[config.mk]
export PLATFORM = sky130hd
export DESIGN_NAME = interrupt_sequencer
export DESIGN_NICKNAME = d
export VERILOG_FILES = /design/src/rtl/cpu6502_pkg.sv /design/src/rtl/nmi_edge_detect.sv /design/src/rtl/interrupt_sequencer.sv
export SDC_FILE = /design/constraint.sdc
export NUM_CORES = 1
export LEC_CHECK = 0
export ABC_CLOCK_PERIOD_IN_PS = 2150
export CAP_MARGIN = 5
export CORE_MARGIN = 4
export CORE_UTILIZATION = 46
export CTS_CLUSTER_SIZE = 14
export DETAILED_ROUTE_END_ITERATION = 10
export GPL_TIMING_DRIVEN = 0
export PLACE_DENSITY = 0.82
export SKIP_LAST_GASP = 1
export SLEW_MARGIN = 25
export SYNTH_ARGS = -nofsm -noshare
export SYNTH_HDL_FRONTEND = slang
export SYNTH_SLANG_ARGS = --single-unit
export TNS_END_PERCENT = 100
[constraint.sdc]
create_clock -name Clock -period 2.15 [get_ports Clock]
set_input_delay 0.215 -clock Clock [delete_from_list [all_inputs] [get_ports Clock]]
set_output_delay 0.215 -clock Clock [all_outputs]
set_load 0.005 [all_outputs]
[src/rtl/cpu6502_pkg.sv]
// rtl/cpu6502_pkg.sv - shared 6502 control constants, step encodings and interrupt source types
package cpu6502_pkg;

  localparam logic [7:0] VEC_NMI = 8'hFA;
  localparam logic [7:0] VEC_RST = 8'hFC;
  localparam logic [7:0] VEC_IRQ = 8'hFE;

  localparam logic [2:0] STEP_BRK = 3'd0;
  localparam logic [2:0] STEP_PCH = 3'd2;
  localparam logic [2:0] STEP_PCL = 3'd3;
  localparam logic [2:0] STEP_P   = 3'd4;
  localparam logic [2:0] STEP_VL  = 3'd5;
  localparam logic [2:0] STEP_VH  = 3'd6;

  typedef enum logic [1:0] {
    SRC_RST,
    SRC_NMI,
    SRC_IRQ
  } src_e;

  typedef enum logic {
    ST_IDLE,
    ST_SEQ
  } seq_state_e;

  // Low byte of the vector fetched for a given interrupt source
  function automatic logic [7:0] src_vector(input src_e src);
    logic [7:0] vec;
    case (src)
      SRC_RST: vec = VEC_RST;
      SRC_NMI: vec = VEC_NMI;
      default: vec = VEC_IRQ;
    endcase
    return vec;
  endfunction

endpackage

[src/rtl/nmi_edge_detect.sv]
// rtl/nmi_edge_detect.sv - tick-qualified rising-edge latch with clear
module nmi_edge_detect (
  input  logic clk,
  input  logic rst,
  input  logic tick,
  input  logic din,
  input  logic clear,
  output logic rise,
  output logic pending
);

  logic prev;

  // A rise is only recognised on a tick so the detector freezes with the CPU
  assign rise = tick & din & ~prev;

  // History and latched request; clear wins so an edge consumed this tick is not re-latched
  always_ff @(posedge clk) begin
    if (rst) begin
      prev    <= 1'b0;
      pending <= 1'b0;
    end else begin
      if (tick) begin
        prev <= din;
      end
      if (clear) begin
        pending <= 1'b0;
      end else if (rise) begin
        pending <= 1'b1;
      end
    end
  end

endmodule

[src/rtl/interrupt_sequencer.sv]
// rtl/interrupt_sequencer.sv - resolves RESET/NMI/IRQ and sequences the 7-cycle forced-BRK entry
module interrupt_sequencer
  import cpu6502_pkg::*;
#(
  parameter logic [1:0] InputInvertMask = 2'b11,
  parameter int         SeqLength       = 7
) (
  input  logic       Clock,
  input  logic       Reset,
  input  logic       Tick,
  input  logic       NmiIn,
  input  logic       IrqIn,
  input  logic       IFlag,
  input  logic       Sync,
  output logic       Take,
  output logic [2:0] Step,
  output logic       PushEn,
  output logic       PushRead,
  output logic       BFlagOut,
  output logic       SetIFlag,
  output logic [7:0] VectorLow,
  output logic       Busy
);

  // The step encodings and strobes below assume the standard 7-cycle entry
  generate
    if (SeqLength != 7) begin : g_bad_seq_length
      $error("interrupt_sequencer: SeqLength must be 7");
    end
  endgenerate

  seq_state_e state, state_n;
  logic [2:0] step, step_n;
  src_e       src, src_n;
  logic       rst_pending, rst_pending_n;
  logic       irq_pending;
  logic       nmi_rise, nmi_pending, nmi_clear, nmi_req;
  logic       nmi_eff, irq_eff;

  assign nmi_eff = NmiIn ^ InputInvertMask[0];
  assign irq_eff = IrqIn ^ InputInvertMask[1];

  nmi_edge_detect u_nmi_edge (
    .clk     (Clock),
    .rst     (Reset),
    .tick    (Tick),
    .din     (nmi_eff),
    .clear   (nmi_clear),
    .rise    (nmi_rise),
    .pending (nmi_pending)
  );

  // An edge arriving in the same tick as the decision point is already eligible
  assign nmi_req = nmi_pending | nmi_rise;

  // State register plus the level-sampled IRQ request
  always_ff @(posedge Clock) begin
    if (Reset) begin
      state       <= ST_IDLE;
      step        <= STEP_BRK;
      src         <= SRC_RST;
      rst_pending <= 1'b1;
      irq_pending <= 1'b0;
    end else begin
      state       <= state_n;
      step        <= step_n;
      src         <= src_n;
      rst_pending <= rst_pending_n;
      if (Tick) begin
        irq_pending <= irq_eff & ~IFlag;
      end
    end
  end

  // Next-state: entry at an instruction boundary, stepping, and NMI hijack of an IRQ entry
  always_comb begin
    state_n       = state;
    step_n        = step;
    src_n         = src;
    rst_pending_n = rst_pending;
    nmi_clear     = 1'b0;
    case (state)
      ST_IDLE: begin
        if (Tick && Sync && (rst_pending || nmi_req || irq_pending)) begin
          state_n = ST_SEQ;
          step_n  = STEP_BRK;
          if (rst_pending) begin
            src_n         = SRC_RST;
            rst_pending_n = 1'b0;
          end else if (nmi_req) begin
            src_n     = SRC_NMI;
            nmi_clear = 1'b1;
          end else begin
            src_n = SRC_IRQ;
          end
        end
      end
      ST_SEQ: begin
        if (Tick) begin
          if (step == STEP_VH) begin
            state_n = ST_IDLE;
            step_n  = STEP_BRK;
          end else begin
            step_n = step + 3'd1;
          end
          // Before the vector fetch an NMI can still redirect an IRQ entry
          if (src == SRC_IRQ && step <= STEP_P && nmi_req) begin
            src_n     = SRC_NMI;
            nmi_clear = 1'b1;
          end
        end
      end
      default: begin
        state_n = ST_IDLE;
        step_n  = STEP_BRK;
      end
    endcase
  end

  // Outputs decoded from the registered state so they hold while Tick is low
  always_comb begin
    Busy      = (state == ST_SEQ);
    Take      = Busy;
    Step      = step;
    PushEn    = Busy && (step >= STEP_PCH) && (step <= STEP_P);
    PushRead  = PushEn && (src == SRC_RST);
    BFlagOut  = 1'b0;
    SetIFlag  = Busy && (step == STEP_VL);
    VectorLow = src_vector(src);
  end

endmodule

# Word level (Yosys, flattened, before mapping)
# Cells that the tools add are included.
[word_totals]
out_inout_bits = 17
elab_cells = 62
inputBits = 7
reg_bits = 10
[classes]
muxes = 21
n_reduce_logical = 15
bitwise_logic = 9
n_lt_le_gt_ge = 2
n_eq_ne = 7
n_addsub = 1
[op_table]
columns = ["operator", "count"]
rows = [
  ["$pmux 3 s2", 2],
  ["$mux 2", 5],
  ["$mux 3", 3],
  ["$logic_and 1x1->1", 8],
  ["$mux 1", 8],
  ["$eq 3x3->1 const B", 2],
  ["$not 1->1", 5],
  ["$ne 2x2->1 const B", 2],
  ["$pmux 1 s2", 2],
  ["$pmux 2 s2", 1],
  ["$reduce_and 2->1", 2],
  ["$add 3x1->3 const B", 1],
  ["$and 1x1->1", 3],
  ["$ge 3x2->1 const B", 1],
  ["$le 3x3->1 const B", 1],
  ["$reduce_and 3->1", 1],
  ["$eq 2x1->1 const B", 1],
  ["$eq 2x2->1 const B", 1],
  ["$logic_not 2->1", 1],
  ["$logic_or 1x1->1", 2],
  ["$ne 2x1->1 const B", 1],
  ["$reduce_or 2->1", 1],
  ["$or 1x1->1", 1],
]

# Depth between registers and ports, before layout
[depth]
word_depth = 10
mapped_depth = 5

# Hierarchy
# From an unflattened synthesis, not the netlist that was laid out.
[hier_totals]
cells_unflattened = 80
area_unflattened_um2 = 683.2
[by_module_without_submodules]
columns = ["module", "cells_each", "area_each_um2", "n_inst", "seq_area_each_um2"]
rows = [
  ["interrupt_sequencer", 71, 588.1, 1, 160.2],
  ["nmi_edge_detect", 9, 95.1, 1, 40.0],
]

# Least setup slack after synthesis
# No wires, ideal clock.
[synth_timing]
kind = "reg-to-output"
startpoint = "reg step[2] (netlist: Step[2])"
endpoint = "out PushRead"
arrival_ns = 1.041
path_stages_with_launch = 5
t_required_ns = 1.935
slack_ns = 0.894
path_buffers = 1
cell_sequence = "dfxtp_1 clkbuf_2 nor3b_1 o21a_1 nor3b_1"
[synth_via]
elab_chain_len = 4
word_cells_on_any_way = 5
[synth_lines]
columns = ["item", "line_no", "source"]
rows = [
  ["start, declared", "interrupt_sequencer.sv:33", "logic [2:0] step, step_n;"],
  ["start signal, assigned", "interrupt_sequencer.sv:66", "step <= step_n;"],
  ["$ge 3x2->1", "interrupt_sequencer.sv:125", "PushEn = Busy && (step >= STEP_PCH) && (step <= STEP_P);"],
  ["$logic_and 1x1->1", "interrupt_sequencer.sv:125", ""],
  ["$logic_and 1x1->1 (*)", "interrupt_sequencer.sv:125", ""],
  ["via PushEn", "interrupt_sequencer.sv:17", "output logic PushEn,"],
  ["$logic_and 1x1->1 (*)", "interrupt_sequencer.sv:126", "PushRead = PushEn && (src == SRC_RST);"],
  ["end, declared", "interrupt_sequencer.sv:18", "output logic PushRead,"],
]
# Mark *: on every way through the listed nets, which the timed path passes. The rest lies on a longest branch.

# Worst setup path in the final report
[layout_timing]
startpoint = "reg step[2] (netlist: Step[2])"
endpoint = "out PushRead"
[layout_via]
elab_chain_len = 4
word_cells_on_any_way = 5
[layout_lines]
columns = ["item", "line_no"]
rows = [
  ["$ge 3x2->1", "interrupt_sequencer.sv:125"],
  ["$logic_and 1x1->1", "interrupt_sequencer.sv:125"],
  ["$logic_and 1x1->1 (*)", "interrupt_sequencer.sv:125"],
  ["$logic_and 1x1->1 (*)", "interrupt_sequencer.sv:126"],
]
# Mark *: on every way between the ends. The rest lies on a longest branch, timed or not.

==> impl_summary.txt <==
----------------------------------------------------
[Status]
  Result of the run ... finished clean

[Yosys]
  Dominant synthesized flop cell ... dfxtp_1
  Sequential cell area fraction in the yosys report ... 0.3019
  Netlist Area Pre-Place ... 663.1 µm²
  Synthesis-stage register bit count ... 10
  Count of flip-flops with a built-in enable after synthesis ... 0
  Syn Area/Cell ... 8.725 µm²
  Total number of yosys warnings ... 0
  Synth unique cells ... 39
  Async set-or-reset flop fraction in the synthesized netlist ... 0
  Instance count of the mapped netlist ... 76

[Worst setup path]
  Signal arrival time at the worst endpoint ... 1.78 ns
  Start-to-end type of the worst setup path ... reg2out
  Startpoint types ... register
  Element type at the critical path end ... output pin
  Cell family with most CP delay ... buffers and inverters
  Max stage delay cell, worst path ... clkdlybuf4s50_1
  Critical path's largest stage delay ... 0.52 ns
  Maximum fanout encountered on the critical timing path ... 9
  Endpoint required time on the critical path ... 1.93 ns
  Crit path buf inv count ... 2
  Cell-by-cell listing of the critical path ... clkbuf_4 -> nor3b_1 -> o21a_1 -> nor3b_2 -> clkdlybuf4s50_1

[Pwr]
  Proportion of power drawn by combinational gates ... 0.224
  Sequential Power Share ... 0.482
  Part of the power in the clock network ... 0.295
  P_leak ... 0.3475 nW
  Worst vdd ir ... 0.2834 mV
  Power spent charging and discharging nets ... 0.0001183 W
  Total power ... 0.0004331 W
  Internal power of the cells ... 0.0003148 W
  Switching share of power ... 0.2731
  Ratio of total power to cell area ... 494.5 mW/mm²

[Global routing]
  Total track usage ... 0.1497
  Most used routing layer in global routing ... met2
  Met3 Track Usage GR ... 0.04743
  Met2 global-route usage ... 0.2445
  Largest net degree at the start of global routing ... 12
  Via count of the first global-routing pass ... 507
  Global route total overflow ... 0
  Global-route wire length before repair ... 2159 µm
  Initial antenna violation count ... 0
  Met1 capacity usage during global routing ... 0.1612

[Route]
  Final Routed Wirelength ... 1343 µm
  Detailed router's first-iteration violation count ... 14
  Mean number of vias per cell ... 5.398
  Total DRC errors in the routed layout ... 0
  Wirelength per Cell ... 11.88 µm
  Number of antenna-violating nets in the routed design ... 0
  Initial DRT Pass Iterations ... 4
  Number of vias after detailed routing ... 610

[Floorplanning]
  Area of the die ... 0.002113 mm²
  Width of the die ... 45.97 µm
  Die Y ... 45.97 µm
  Ports ... 24
  Rows ... 13
  Initial standard-cell utilization of the core ... 0.4972
  CORE AREA ... 0.001334 mm²

[Timing]
  Crit path time final ... 1.991 ns
  Hold violation count in the final report ... 0
  Pins Over Slew Limit ... 0
  RSZ-0062 raised after global routing ... no
  Crit share post-route ... 0.9261
  Number of failing setup endpoints in the final timing report ... 0
  Highest attainable clock frequency ... 502.2 MHz
  Largest clock skew in the final design ... 0.004138 ns
  Final sum of negative setup slack ... 0 ns

[Flow run]
  MaxCap Viol Count ... 0

[Layout]
  Filler instances ... 122
  Commonest non-fill, non-tap cell in the layout ... clkdlybuf4s50_1
  Share of final-layout standard cells stronger than drive strength 1 ... 0.2959
  Count of antenna diodes in the layout ... 0
  Post-synthesis to final-layout area growth ... 32.08%
  Final Net Count ... 107
  Highest-count cells in the layout ignoring fill and taps ... clkdlybuf4s50_1, dfxtp_1, buf_4

[CTS]
  Clock Root Buffer ... clkbuf_4
  Total CTS buffers ... 3
  Largest buffer count on any clock path ... 2
  Number of clock sinks ... 10
  # H-tree levels ... 1
  CTS tree ... built
  Total of cells resized after clock tree synthesis ... 0
  Clock slew seen by the registers of the worst setup and hold paths ... 0.06 ns
  Post-cts hold buffer count ... 0
  Source-to-sink clock delay at the later pin of the worst-skew pair ... 0.27 ns
  Post-CTS setup-driven buffer insertion count ... 0

[Place]
  Final weighted congestion of routability-driven global placement ... 0.8279
  Buffers added on ports ... 14
  Detailed-placement wirelength estimate ... 1055 µm

[Min path]
  Hold crit path type ... in2reg

----------------------------------------------------
-- state kept, by name, summed over array words and instances (netlist names) --
register,cells
Busy,1
Step,3
irq_pending,1
rst_pending,1
src,2
u_nmi_edge.pending,1
u_nmi_edge.prev,1
-- stage by stage --
| step | instance area (µm²) | hold WS, ns | instances | utilization | worst slack [ns] |
|---|---|---|---|---|---|
| global route | 875.8 | 0.2182 | 113 | 0.6567 | 0.01407 |
| CTS | 863.3 | 0.2063 | 113 | 0.6473 | 0.04092 |
| detailed placement | 840.8 | 0.4817 | 110 | 0.6304 | 0.3418 |
| finish | 875.8 | 0.2120 | 113 | 0.6567 | 0.1588 |
| global placement | 840.8 | 0.4744 | 110 | 0.6304 | 0.4014 |
| floorplan | 681.9 | 0.3140 | 81 | - | 0.8944 |
-- routing by layer --
metal,share of wire,routed length (µm)
met1,0.39,524
met2,0.53,716
met3,0.057,76
met4,0.019,25
met5,0,0
-- kinds of logic (layout without fill, tap and decap cells) --
family	Yosys count	count (layout)	share of synthesized area
compound gates	18	18	0.2245
buf+inv	15	32	0.1415
flops	10	10	0.3019
mux	1	1	0.01509
other cells	2	7	0.01132
simple gates	30	30	0.3057
-- Yosys cell counts (2+ instances only) --
cell type,instances,area (µm²)
a211oi_1,2,15.01
a21oi_1,3,15.01
a31oi_1,2,12.51
buf_2,2,10.01
buf_4,9,67.56
conb_1,2,7.510
dfxtp_1,10,200.2
inv_1,2,7.510
nand2_1,5,18.77
nand3_1,2,10.01
nand3b_1,2,15.01
nor2_1,5,18.77
nor3_2,2,20.02
nor3b_1,2,15.01
o21ai_0,2,10.01
-- final timing paths --
| kind | from | endpoint | slack (ns) | cells past startpoint |
|---|---|---|---|---|
| worst max register to register | Busy | src[0] | 0.77 | 3 |
| worst max-delay path | Step[2] | PushRead | 0.16 | 5 |
| worst min register to register | rst_pending | rst_pending | 0.50 | 2 |
| worst min-delay path | Tick | u_nmi_edge.prev | 0.21 | 2 |
-- worst register-to-register path, cell delays in order (launching register included) --
cell and delay (ns):
dfxtp_1 0.52, and2_2 0.25, a41oi_2 0.15, o311a_1 0.37
-- power by group through the flow --
| stage | Sequential (W) | Clock [W] | Combinational (W) |
|---|---|---|---|
| 2_1_floorplan | 0.000210 | 0 | 0.0000651 |
| 3_3_place_gp | 0.000211 | 0 | 0.0000940 |
| 3_5_place_dp | 0.000212 | 0 | 0.0000962 |
| 4_1_cts | 0.000208 | 0.000133 | 0.0000965 |
| 5_1_grt | 0.000211 | 0.000146 | 0.000106 |
| 6_report | 0.000209 | 0.000128 | 0.0000968 |
-- final cells by class --
cell class	instances	area [µm²]	share of cell area
repair buffers	14	140.1	0.1600
multi-input cells	56	395.4	0.4514
well taps	15	18.77	0.02143
inverters	2	7.507	0.008571
plain buffers	13	91.34	0.1043
flip-flops and latches	10	200.2	0.2286
clock buffers	3	22.52	0.02571
Note: power is estimated with default switching activity, not from simulation.
